--- src/rtl/bcd_disp_pkg.sv ---
// Shared types and constants for the binary-to-BCD display scanner.
// Latency: none (package only).
// Backpressure: n/a.
package bcd_disp_pkg;

    // Code the downstream 7-segment decoder renders as an unlit digit.
    localparam logic [3:0] BLANK_CODE = 4'hF;

    typedef enum logic [1:0] {
        IDLE,
        CONV,
        COMMIT
    } dd_state_t;

    // Largest value representable in the given number of decimal digits.
    function automatic int unsigned max_val(input int unsigned digits);
        int unsigned p;
        p = 1;
        for (int unsigned i = 0; i < digits; i++) begin
            p = p * 10;
        end
        return p - 1;
    endfunction

endpackage

--- src/rtl/bin2bcd_dd.sv ---
// Iterative double-dabble converter: binary word in, packed BCD nibbles out.
// Latency: accept edge, then BIN_W shift cycles, then one COMMIT cycle with done high.
// Backpressure: in_ready only while IDLE; in_valid during CONV/COMMIT is ignored.
module bin2bcd_dd
    import bcd_disp_pkg::*;
#(
    parameter int BIN_W  = 14,
    parameter int DIGITS = 4
) (
    input  logic                  clk,
    input  logic                  rst,
    input  logic [BIN_W-1:0]      in_data,
    input  logic                  in_valid,
    output logic                  in_ready,
    output logic                  done,
    output logic [4*DIGITS-1:0]   bcd,
    output logic                  range_err
);

    localparam int          BCD_W = 4 * DIGITS;
    localparam int          SR_W  = BCD_W + BIN_W;
    localparam int          CW    = $clog2(BIN_W + 1);
    localparam logic [31:0] MAX_V = max_val(DIGITS);

    dd_state_t          state;
    dd_state_t          state_nxt;
    logic [SR_W-1:0]    sr;
    logic [SR_W-1:0]    sr_adj;
    logic [CW-1:0]      cnt;

    // FSM state register.
    always_ff @(posedge clk) begin
        if (rst) begin
            state <= IDLE;
        end else begin
            state <= state_nxt;
        end
    end

    // Next-state decode plus handshake and done strobes.
    always_comb begin
        state_nxt = state;
        in_ready  = 1'b0;
        done      = 1'b0;
        unique case (state)
            IDLE: begin
                in_ready = 1'b1;
                if (in_valid) begin
                    state_nxt = CONV;
                end
            end
            CONV: begin
                // cnt==1 means this cycle performs the last shift.
                if (cnt == CW'(1)) begin
                    state_nxt = COMMIT;
                end
            end
            COMMIT: begin
                done      = 1'b1;
                state_nxt = IDLE;
            end
            default: state_nxt = IDLE;
        endcase
    end

    // Add 3 to every BCD nibble that is 5 or more, ahead of the shift.
    always_comb begin
        sr_adj = sr;
        for (int i = 0; i < DIGITS; i++) begin
            if (sr[BIN_W + 4*i +: 4] >= 4'd5) begin
                sr_adj[BIN_W + 4*i +: 4] = sr[BIN_W + 4*i +: 4] + 4'd3;
            end
        end
    end

    // Shift register, bit counter and out-of-range flag.
    always_ff @(posedge clk) begin
        if (rst) begin
            sr        <= '0;
            cnt       <= '0;
            range_err <= 1'b0;
        end else if (state == IDLE && in_valid) begin
            sr        <= {{BCD_W{1'b0}}, in_data};
            cnt       <= CW'(BIN_W);
            range_err <= (32'(in_data) > MAX_V);
        end else if (state == CONV) begin
            sr  <= {sr_adj[SR_W-2:0], 1'b0};
            cnt <= cnt - CW'(1);
        end
    end

    assign bcd = sr[SR_W-1 -: BCD_W];

endmodule

--- src/rtl/bin2bcd_digit_scanner.sv ---
// Converts a binary value to BCD and time-multiplexes the digits onto one BCD bus.
// Latency: display updates BIN_W+1 cycles after the accept edge; outputs follow registered state.
// Backpressure: in_ready low for BIN_W+1 cycles per value; scanning never stalls.
module bin2bcd_digit_scanner
    import bcd_disp_pkg::*;
#(
    parameter int BIN_W    = 14,
    parameter int DIGITS   = 4,
    parameter int SCAN_DIV = 50000,
    parameter int LZB      = 1
) (
    input  logic                clk,
    input  logic                rst,
    input  logic [BIN_W-1:0]    in_data,
    input  logic                in_valid,
    output logic                in_ready,
    output logic                conv_done,
    output logic                ovf,
    output logic [3:0]          bcd_out,
    output logic [DIGITS-1:0]   digit_sel
);

    localparam int PW = (SCAN_DIV > 1) ? $clog2(SCAN_DIV) : 1;
    localparam int IW = (DIGITS > 1) ? $clog2(DIGITS) : 1;

    logic [4*DIGITS-1:0] conv_bcd;
    logic                conv_range;
    logic [4*DIGITS-1:0] display;
    logic [PW-1:0]       pres;
    logic [IW-1:0]       idx;
    logic                tick;
    logic [DIGITS-1:0]   blank;
    logic                upper_zero;

    bin2bcd_dd #(
        .BIN_W  (BIN_W),
        .DIGITS (DIGITS)
    ) u_dd (
        .clk       (clk),
        .rst       (rst),
        .in_data   (in_data),
        .in_valid  (in_valid),
        .in_ready  (in_ready),
        .done      (conv_done),
        .bcd       (conv_bcd),
        .range_err (conv_range)
    );

    // Display register and overflow flag load together on the commit strobe.
    always_ff @(posedge clk) begin
        if (rst) begin
            display <= '0;
            ovf     <= 1'b0;
        end else if (conv_done) begin
            display <= conv_bcd;
            ovf     <= conv_range;
        end
    end

    assign tick = (pres == PW'(SCAN_DIV - 1));

    // Free-running slot prescaler and scan index, independent of conversion.
    always_ff @(posedge clk) begin
        if (rst) begin
            pres <= '0;
            idx  <= '0;
        end else if (tick) begin
            pres <= '0;
            idx  <= (idx == IW'(DIGITS - 1)) ? '0 : idx + IW'(1);
        end else begin
            pres <= pres + PW'(1);
        end
    end

    // Blank mask: overflow hides all digits; leading zeros above digit 0 are hidden.
    always_comb begin
        blank      = '0;
        upper_zero = 1'b1;
        for (int i = DIGITS - 1; i >= 0; i--) begin
            upper_zero = upper_zero && (display[4*i +: 4] == 4'd0);
            blank[i]   = ovf || ((LZB != 0) && (i > 0) && upper_zero);
        end
    end

    // Drive the select and code for the slot currently being scanned.
    always_comb begin
        digit_sel      = '0;
        digit_sel[idx] = 1'b1;
        bcd_out        = blank[idx] ? BLANK_CODE : display[4*idx +: 4];
    end

endmodule
--- config.mk ---
export PLATFORM = sky130hd
export DESIGN_NAME = bin2bcd_digit_scanner
export DESIGN_NICKNAME = d
export VERILOG_FILES = /design/src/rtl/bcd_disp_pkg.sv /design/src/rtl/bin2bcd_dd.sv /design/src/rtl/bin2bcd_digit_scanner.sv
export SDC_FILE = /design/constraint.sdc
export NUM_CORES = 1
export LEC_CHECK = 0
export ABC_CLOCK_PERIOD_IN_PS = 1500
export BUFFER_PORTS_ARGS = -buffer_cell sky130_fd_sc_hd__buf_2
export CORE_ASPECT_RATIO = 0.6
export CORE_UTILIZATION = 30
export DETAILED_ROUTE_END_ITERATION = 6
export GPL_TIMING_DRIVEN = 1
export PLACE_DENSITY = 0.56
export SKIP_CTS_REPAIR_TIMING = 1
export SLEW_MARGIN = 10
export SYNTH_ARGS = -nofsm -noshare
export SYNTH_HDL_FRONTEND = slang
export SYNTH_SLANG_ARGS = --single-unit
--- constraint.sdc ---
create_clock -name clk -period 1.5 [get_ports clk]
set_input_delay 0.3 -clock clk [delete_from_list [all_inputs] [get_ports clk]]
set_output_delay 0.3 -clock clk [all_outputs]
set_load 0.05 [all_outputs]
# Yosys cells after proc, flatten, opt, wreduce, memory -nomap -nowiden
# Index checks and enable logic that the tools add are counted.
[word_totals]
reg_bits = 72
in_bits = 17
out_inout_bits = 11
wordCells = 66
[op_classes]
n_addsub = 7
n_lt_le_gt_ge = 7
n_eq_ne = 7
shifts = 1
n_mux = 19
reduce_logical = 15
[op_table]
columns = ["op", "n"]
rows = [
  ["14-bit 2-to-1 mux", 2],
  ["4-bit 2-to-1 mux", 6],
  ["16-bit by 1-bit adder with 16-bit output, second input constant", 1],
  ["16-bit == test, second input constant", 1],
  ["4-bit by 3-bit greater-or-equal comparator with 1-bit output, second input constant", 4],
  ["16-bit by 5-bit indexed part select with 4-bit output", 1],
  ["14-bit > comparator, second input constant", 1],
  ["4-bit by 2-bit adder with 4-bit output, second input constant", 3],
  ["4-bit zero test", 3],
  ["2-bit 2-to-1 mux", 3],
  ["2-bit == test, second input constant", 2],
  ["4-bit by 1-bit == test with 1-bit output, second input constant", 1],
  ["1-bit logical AND", 4],
  ["1-bit 2-to-1 mux", 4],
  ["2-bit case mux with 2 select lines", 1],
  ["2-bit OR reduction", 2],
  ["4-bit by 1-bit subtractor with 4-bit output, second input constant", 1],
  ["3-bit by 2-bit adder with 3-bit output, second input constant", 1],
  ["1-bit logical OR", 3],
  ["2-bit by 3-bit < comparator with 1-bit output, second input constant", 1],
  ["3-bit 2-to-1 mux", 1],
  ["2-bit by 1-bit adder with 2-bit output, second input constant", 1],
  ["1-bit binary-select mux with 2-bit select", 1],
  ["1-bit demux with 2-bit select", 1],
  ["7 further kinds", 7],
]

# Depth between registers and ports, before layout
# Gate-level depths: netlist (run 1).
[depth]
ltp_word = 7
mapped_depth = 6
ltp_nobuf = 6

# Hierarchy
# From an unflattened synthesis (run 1), not the netlist that was laid out.
[unflattened]
hier_cells = 422
area_unflattened_um2 = 3860.0
[by_module_without_submodules]
columns = ["mod", "instances", "cells_per_inst", "area_per_inst_um2", "seq_area_each_um2"]
rows = [
  ["bin2bcd_dd", 1, 260, 2219.6, 740.7],
  ["bin2bcd_digit_scanner", 1, 162, 1640.3, 700.7],
]

# Least setup slack after synthesis (run 1)
# Ideal clock, no wire load.
[synth_path]
kind = "flip-flop to output port"
start = "register idx[0]"
end = "output bcd_out[0]"
arrival_time_ps = 1570
t_required_ps = 1200
slack_ps = -370
path_stages_with_launch = 4
path_buffers = 1
path_cell_list = "dfxtp_1 -> buf_2 -> mux4_2 -> or3_1"
[synth_via]
elab_chain_len = 3
word_cells_on_any_way = 4
cone_classes = "shift: 1; mux: 3"
[synth_lines]
columns = ["item", "line", "source"]
rows = [
  ["start: declaration", "bin2bcd_digit_scanner.sv:30", "logic [IW-1:0] idx;"],
  ["start signal: assignment", "bin2bcd_digit_scanner.sv:69", "idx <= (idx == IW'(DIGITS - 1)) ? '0 : idx + IW'(1);"],
  ["parallel branches: the longest is 2 deep, another holds 16-bit by 5-bit indexed part select with 4-bit output", "--", ""],
  ["4-bit 2-to-1 mux (*)", "bin2bcd_digit_scanner.sv:89", "bcd_out = blank[idx] ? BLANK_CODE : display[4*idx +: 4];"],
  ["end: declaration", "bin2bcd_digit_scanner.sv:19", "output logic [3:0] bcd_out,"],
]
# Mark *: on every way between the ends. The select of a mux whose other input is x is not followed.

# Worst setup path in the final report (run 1)
# Same ends and word-level chain as after synthesis.

==> impl_metrics.env, run 1 <==
export IMPL_status="finished with violations"
export IMPL_violations="DRC, setup timing"
export IMPL_cts_tree="yes"
export IMPL_min_period_ns=2.03
export IMPL_dp_final_hpwl_um=5580
export IMPL_final_common_cell="nand2_1"
export IMPL_hold_ws_ns=0.211
export IMPL_nNetsFinal=481
export IMPL_grt_usage=0.144
export IMPL_final_cells=593
export IMPL_hold_viol_final=0
export IMPL_dieArea_sq_um=11600
export IMPL_use_met3=0.0436
export IMPL_rows=29
export IMPL_power_density_nw_per_um2=1100
export IMPL_hold_path_class="input pin to register"
export IMPL_core_area_sq_um=10700
export IMPL_die_w_um=138
export IMPL_drv_slew=0
export IMPL_cp_required_ns=1.20
export IMPL_power_switching_w=0.00103
export IMPL_via_count=2816
export IMPL_htreeDepth=3
export IMPL_p_leak_nw=1.62
export IMPL_synth_nets=427
export IMPL_grt_pass1_wl_um=13100
export IMPL_async_flop_share=0
export IMPL_path_class="register to output pin"
export IMPL_slew_headroom=0.753
export IMPL_chipHeight_um=83.7
export IMPL_postSynthCellCount=395
export IMPL_synth_top_family_by_area="simple AND/OR/NAND/NOR gates"
export IMPL_seqPwrFrac=0.413
export IMPL_drt_pass1_iterations=6
export IMPL_drv_cap=0
export IMPL_synth_simple_area_share=0.238
export IMPL_clkPwrFrac=0.521
export IMPL_power_w=0.00484
export IMPL_port_buffers=27
export IMPL_grt_pass1_vias=2682
export IMPL_diodes=0
export IMPL_ys_flop_type="dfxtp_1"
export IMPL_p_sw_frac=0.214
export IMPL_layout_setup_ws_ns=-0.531
export IMPL_worst_pin_slew_ns=0.370
export IMPL_grt_overflow_total=0
export IMPL_final_antenna_net_count=0
export IMPL_use_met2=0.194
export IMPL_via_per_inst=4.75
export IMPL_use_met1=0.211
export IMPL_ir_drop_mv=0.596
export IMPL_pre_cts_ws_ns=-0.315
export IMPL_synth_fa_ha_area_frac=0.0562
export IMPL_ios=28
export IMPL_wl_per_cell_um=13.1
export IMPL_antenna_found_initial=0
export IMPL_start_util=0.312
export IMPL_drtIter0Drc=190
export IMPL_cp_start_kind="register"
export IMPL_fin_skew_ns=0.00421
export IMPL_critPathCaptureType="output pin"
export IMPL_synth_mux_area_frac=0.0300
export IMPL_syn2layout_area_growth_pct=31.7
export IMPL_synthesis_area_sq_um=3340
export IMPL_arrival_ns=1.73
export IMPL_cp_max_fo=5
export IMPL_fmax_ghz=0.492
export IMPL_routabilityCongestion=0.821
export IMPL_ctsLongestPathBuffers=2
export IMPL_ys_warn_count=0
export IMPL_final_cell_mix="nand2_1, dfxtp_1, a21oi_1"
export IMPL_synth_xor_xnor_area_share=0.0603
export IMPL_rsz0062_at_grt="true"
export IMPL_dpl_cell_count=577
export IMPL_numCtsBuffers=9
export IMPL_synth_edf_count=0
export IMPL_design_area_sq_um=4400
export IMPL_remaining_drc_errors=6
export IMPL_wirelength_um=7760
export IMPL_synth_cell_types=40
export IMPL_dpl_instance_area_sq_um=3880
export IMPL_comb_power_share=0.067
export IMPL_ys_seq_area_frac=0.431
export IMPL_root_buffer="clkbuf_16"
export IMPL_synth_compound_area_frac=0.137
export IMPL_grt_busiest_layer="met1"
export IMPL_clkTransAtPathRegs_ns=0.06
export IMPL_drive_above_1_share=0.267
export IMPL_yosys_register_bits=72
export IMPL_post_route_period_util=1.35
export IMPL_worstSkewPairLatency_ns=0.34
export IMPL_cts_sinks=72
export IMPL_synth_area_per_cell_sq_um=8.46
export IMPL_grt_max_degree=27
export IMPL_setup_viol_count_final=7
export IMPL_internal_power_w=0.00380
[cell usage after synthesis (2+ instances only)]
master | number | share of area
nand2b_1 | 8 | 0.015
nand3_1 | 16 | 0.024
nor4_1 | 7 | 0.013
a31oi_1 | 4 | 0.0075
nand4_2 | 2 | 0.0075
ha_1 | 15 | 0.056
nor2_2 | 2 | 0.0037
buf_4 | 2 | 0.0045
dfxtp_1 | 72 | 0.43
buf_2 | 11 | 0.016
o21ai_0 | 9 | 0.013
or3_1 | 12 | 0.022
a21oi_1 | 49 | 0.073
o22ai_1 | 4 | 0.0075
nor2_1 | 28 | 0.031
a22oi_1 | 12 | 0.027
inv_1 | 16 | 0.018
nand2_1 | 72 | 0.081
nor3_1 | 4 | 0.0060
xnor2_1 | 17 | 0.045
xor2_1 | 6 | 0.016
nor4b_2 | 2 | 0.0090
mux4_2 | 4 | 0.027
clkbuf_1 | 4 | 0.0045
nand4_1 | 2 | 0.0037
[power by group through the flow]
stage	Combinational [W]	Sequential (W)	Clock [W]
after floorplan	0.000202	0.00203	0
after global placement	0.000312	0.00204	0
after detailed placement	0.000317	0.00204	0
after CTS	0.000317	0.00200	0.00256
after global routing	0.000359	0.00200	0.00266
final	0.000324	0.00200	0.00252
[final cells by class]
cell class | instances | area (sq um)
Fill cell | 1051 | 6300
Multi-Input combinational cell | 287 | 1840
Sequential cell | 72 | 1460
Timing Repair Buffer | 62 | 505
Clock buffer | 11 | 253
Tap cell | 139 | 174
Clock inverter | 5 | 103
Inverter | 17 | 66.3
[layer usage]
layer / vias to the layer above / wire length (um)
met5: - / 0
met2: 72 / 2950
met3: 11 / 522
met1: 1266 / 4180
li1: 1467 / -
met4: 0 / 106
[sequential cells by signal, indices dropped and copies added, names as in the netlist]
name            cells
display            16
idx                 2
ovf                 1
pres               16
u_dd.cnt            4
u_dd.range_err      1
u_dd.sr            30
u_dd.state          2
[cells by family (layout without fill, tap and decap cells)]
kind of cell    Yosys count  in the layout
buf+inv                  36             95
fa+ha+maj                15             15
xor+xnor                 23             23
compound gates           81             81
simple gates            163            163
mux                       5              5
flops                    72             72
[path summary, 6_finish.rpt]
path	to	cells past startpoint	slack, ns	startpoint
setup / recovery	bcd_out[0]	3	-0.53	idx[0]$_SDFFE_PP0N_
hold / removal	u_dd.sr[0]$_SDFFE_PP0P_	3	0.21	in_data[0]
setup reg to reg	idx[0]$_SDFFE_PP0N_	5	0.08	pres[1]$_SDFF_PP0_
hold reg to reg	pres[0]$_SDFF_PP0_	1	0.43	pres[0]$_SDFF_PP0_
[metrics by stage]
stage	setup TNS, ns	utilization
finish	-2.37	0.411
global route	-2.81	0.411
CTS	-3.50	0.396
floorplan	-0.707	-
detailed placement	-1.25	0.363
global placement	-1.13	0.363
[critical path, stage by stage, from the launching register on]
cell     delay (ns)
dfxtp_4        0.38
mux4_2         0.51
or3_4          0.35
buf_8          0.16
(Power assumes the default switching activity.)
==> inputs of run 2 (changes only) <==
--- a/config.mk
+++ b/config.mk
@@ -7,10 +7,12 @@
 export LEC_CHECK = 0
 export ABC_CLOCK_PERIOD_IN_PS = 1500
 export BUFFER_PORTS_ARGS = -buffer_cell sky130_fd_sc_hd__buf_2
+export CAP_MARGIN = 20
 export CORE_ASPECT_RATIO = 0.6
 export CORE_UTILIZATION = 30
 export DETAILED_ROUTE_END_ITERATION = 6
 export GPL_TIMING_DRIVEN = 1
+export MAX_ROUTING_LAYER = met4
 export PLACE_DENSITY = 0.56
 export SKIP_CTS_REPAIR_TIMING = 1
 export SLEW_MARGIN = 10
==> run 2 against run 1 <==
Against the previous run: the flow still finishes with violations (DRC, setup timing); combinational power is essentially flat; die area unchanged; register-to-register slack about the same; global-route usage up 0.44 points; critical path type unchanged; critical endpoint unchanged; largest cell class unchanged.
==> impl_metrics.env, run 2 (same netlist as run 1, synthesis figures left out) <==
export IMPL_grt_pass1_vias=2679
export IMPL_drive_above_1_share=0.267
export IMPL_grt_max_degree=27
export IMPL_grt_overflow_total=0
export IMPL_largest_register="u_dd.sr"
export IMPL_antenna_found_initial=0
export IMPL_cp_start_kind="register"
export IMPL_clkPwrFrac=0.521
export IMPL_cts_sinks=72
export IMPL_arrival_ns=1.73
export IMPL_clkTransAtPathRegs_ns=0.06
export IMPL_rows=29
export IMPL_hold_ws_ns=0.210
export IMPL_nNetsFinal=481
export IMPL_cp_required_ns=1.20
export IMPL_power_switching_w=0.00104
export IMPL_reg2reg_to="idx[0]$_SDFFE_PP0N_"
export IMPL_critPathTopFamily="multiplexers"
export IMPL_min_path_cells=3
export IMPL_ios=28
export IMPL_path_class="register to output pin"
export IMPL_htreeDepth=3
export IMPL_final_cell_mix="nand2_1, dfxtp_1, a21oi_1"
export IMPL_power_w=0.00484
export IMPL_final_antenna_net_count=0
export IMPL_diodes=0
export IMPL_holdPathEnd="u_dd.sr[0]$_SDFFE_PP0P_"
export IMPL_drv_slew=0
export IMPL_rr_startpoint="pres[1]$_SDFF_PP0_"
export IMPL_internal_power_w=0.00380
export IMPL_port_buffers=27
export IMPL_power_density_nw_per_um2=1100
export IMPL_hp_start="in_data[0]"
export IMPL_syn2layout_area_growth_pct=31.7
export IMPL_comb_power_share=0.067
export IMPL_slowest_stage="mux4_2"
export IMPL_numCtsBuffers=9
export IMPL_hold_path_class="input pin to register"
export IMPL_final_cells=593
export IMPL_seqPwrFrac=0.412
export IMPL_design_area_sq_um=4400
export IMPL_chipHeight_um=83.7
export IMPL_start_util=0.312
export IMPL_wirelength_um=7740
export IMPL_min_period_ns=2.03
export IMPL_drtIter0Drc=193
export IMPL_largest_reg_flops=30
export IMPL_hold_viol_final=0
export IMPL_die_w_um=138
export IMPL_grt_pass1_wl_um=13100
export IMPL_setup_viol_count_final=7
export IMPL_fmax_ghz=0.492
export IMPL_dpl_cell_count=577
export IMPL_drt_pass1_iterations=7
export IMPL_wl_per_cell_um=13.1
export IMPL_worst_pin_slew_ns=0.364
export IMPL_reg2reg_slack_ns=0.08
export IMPL_ctsLongestPathBuffers=2
export IMPL_fin_skew_ns=0.00379
export IMPL_final_common_cell="nand2_1"
export IMPL_dp_final_hpwl_um=5580
export IMPL_critPathCaptureType="output pin"
export IMPL_max_stage_delay_ns=0.51
export IMPL_p_sw_frac=0.214
export IMPL_dieArea_sq_um=11600
export IMPL_via_per_inst=4.74
export IMPL_p_leak_nw=1.62
export IMPL_rr_worst_depth=5
export IMPL_cp_max_fo=5
export IMPL_routabilityCongestion=0.833
export IMPL_critPathBufInv=1
export IMPL_layout_setup_ws_ns=-0.531
export IMPL_grt_usage=0.149
export IMPL_post_route_period_util=1.35
export IMPL_worstSkewPairLatency_ns=0.34
export IMPL_drv_cap=0
export IMPL_crit_chain="mux4_2 -> or3_4 -> buf_8"
export IMPL_rsz0062_at_grt="true"
export IMPL_core_area_sq_um=10700
export IMPL_dpl_instance_area_sq_um=3880
export IMPL_top_regs="u_dd.sr: 30 flops, display: 16 flops, pres: 16 flops"
export IMPL_slew_headroom=0.757
export IMPL_cts_tree="yes"
export IMPL_violations="DRC, setup timing"
export IMPL_via_count=2813
export IMPL_status="finished with violations"
export IMPL_remaining_drc_errors=6
export IMPL_ir_drop_mv=0.597
export IMPL_root_buffer="clkbuf_16"
[run 2: cell counts in the layout (fill, tap and decap cells not counted)]
Identical to the previous run, type by type.
[run 2: layer usage]
metal / global-route usage / wire length (um) / up-vias
met1: 0.212 / 4280 / 1289
met3: 0.0430 / 363 / 11
met5: - / 0 / -
li1: - / - / 1467
met2: 0.194 / 2990 / 46
met4: 0.0552 / 103 / 0
[run 2: worst register-to-register path, stage by stage (launching register included)]
cell and delay, ns:
dfxtp_1 0.35, ha_2 0.22, and3_4 0.20, nand4_2 0.10
or3_1 0.35, a21oi_2 0.14
[run 2: cell type report]
cell class	count	area, sq um
clock buffers	11	253
fillers	1051	6300
repair buffers	62	505
flip-flops and latches	72	1460
clock inverters	5	103
inverters	17	66.3
multi-input cells	287	1840
well taps	139	174
[run 2: worst max-delay path by stage]
stage / from / endpoint / slack [ns] / cells past startpoint
2_1_floorplan: idx[0]$_SDFFE_PP0N_ / bcd_out[0] / -0.21 / 3
3_3_place_gp: display[12]$_SDFFE_PP0P_ / bcd_out[3] / -0.28 / 4
3_5_place_dp: display[12]$_SDFFE_PP0P_ / bcd_out[0] / -0.32 / 4
4_1_cts: display[12]$_SDFFE_PP0P_ / bcd_out[0] / -0.68 / 4
5_1_grt: idx[0]$_SDFFE_PP0N_ / bcd_out[0] / -0.58 / 3
6_report: idx[0]$_SDFFE_PP0N_ / bcd_out[0] / -0.53 / 3
[run 2: per-stage QoR]
step	setup TNS, ns	setup WS, ns	utilization
after global routing	-2.81	-0.584	0.411
final	-2.38	-0.531	0.411
after floorplan	-0.707	-0.206	-
after detailed placement	-1.25	-0.315	0.363
after global placement	-1.13	-0.284	0.363
after CTS	-3.50	-0.680	0.396
[run 2: power groups by stage]
stage	logic, W	registers (W)	clock network [W]
2_1_floorplan	0.000202	0.00203	0
3_3_place_gp	0.000312	0.00204	0
3_5_place_dp	0.000317	0.00204	0
4_1_cts	0.000317	0.00200	0.00256
5_1_grt	0.000360	0.00200	0.00266
6_report	0.000323	0.00200	0.00252
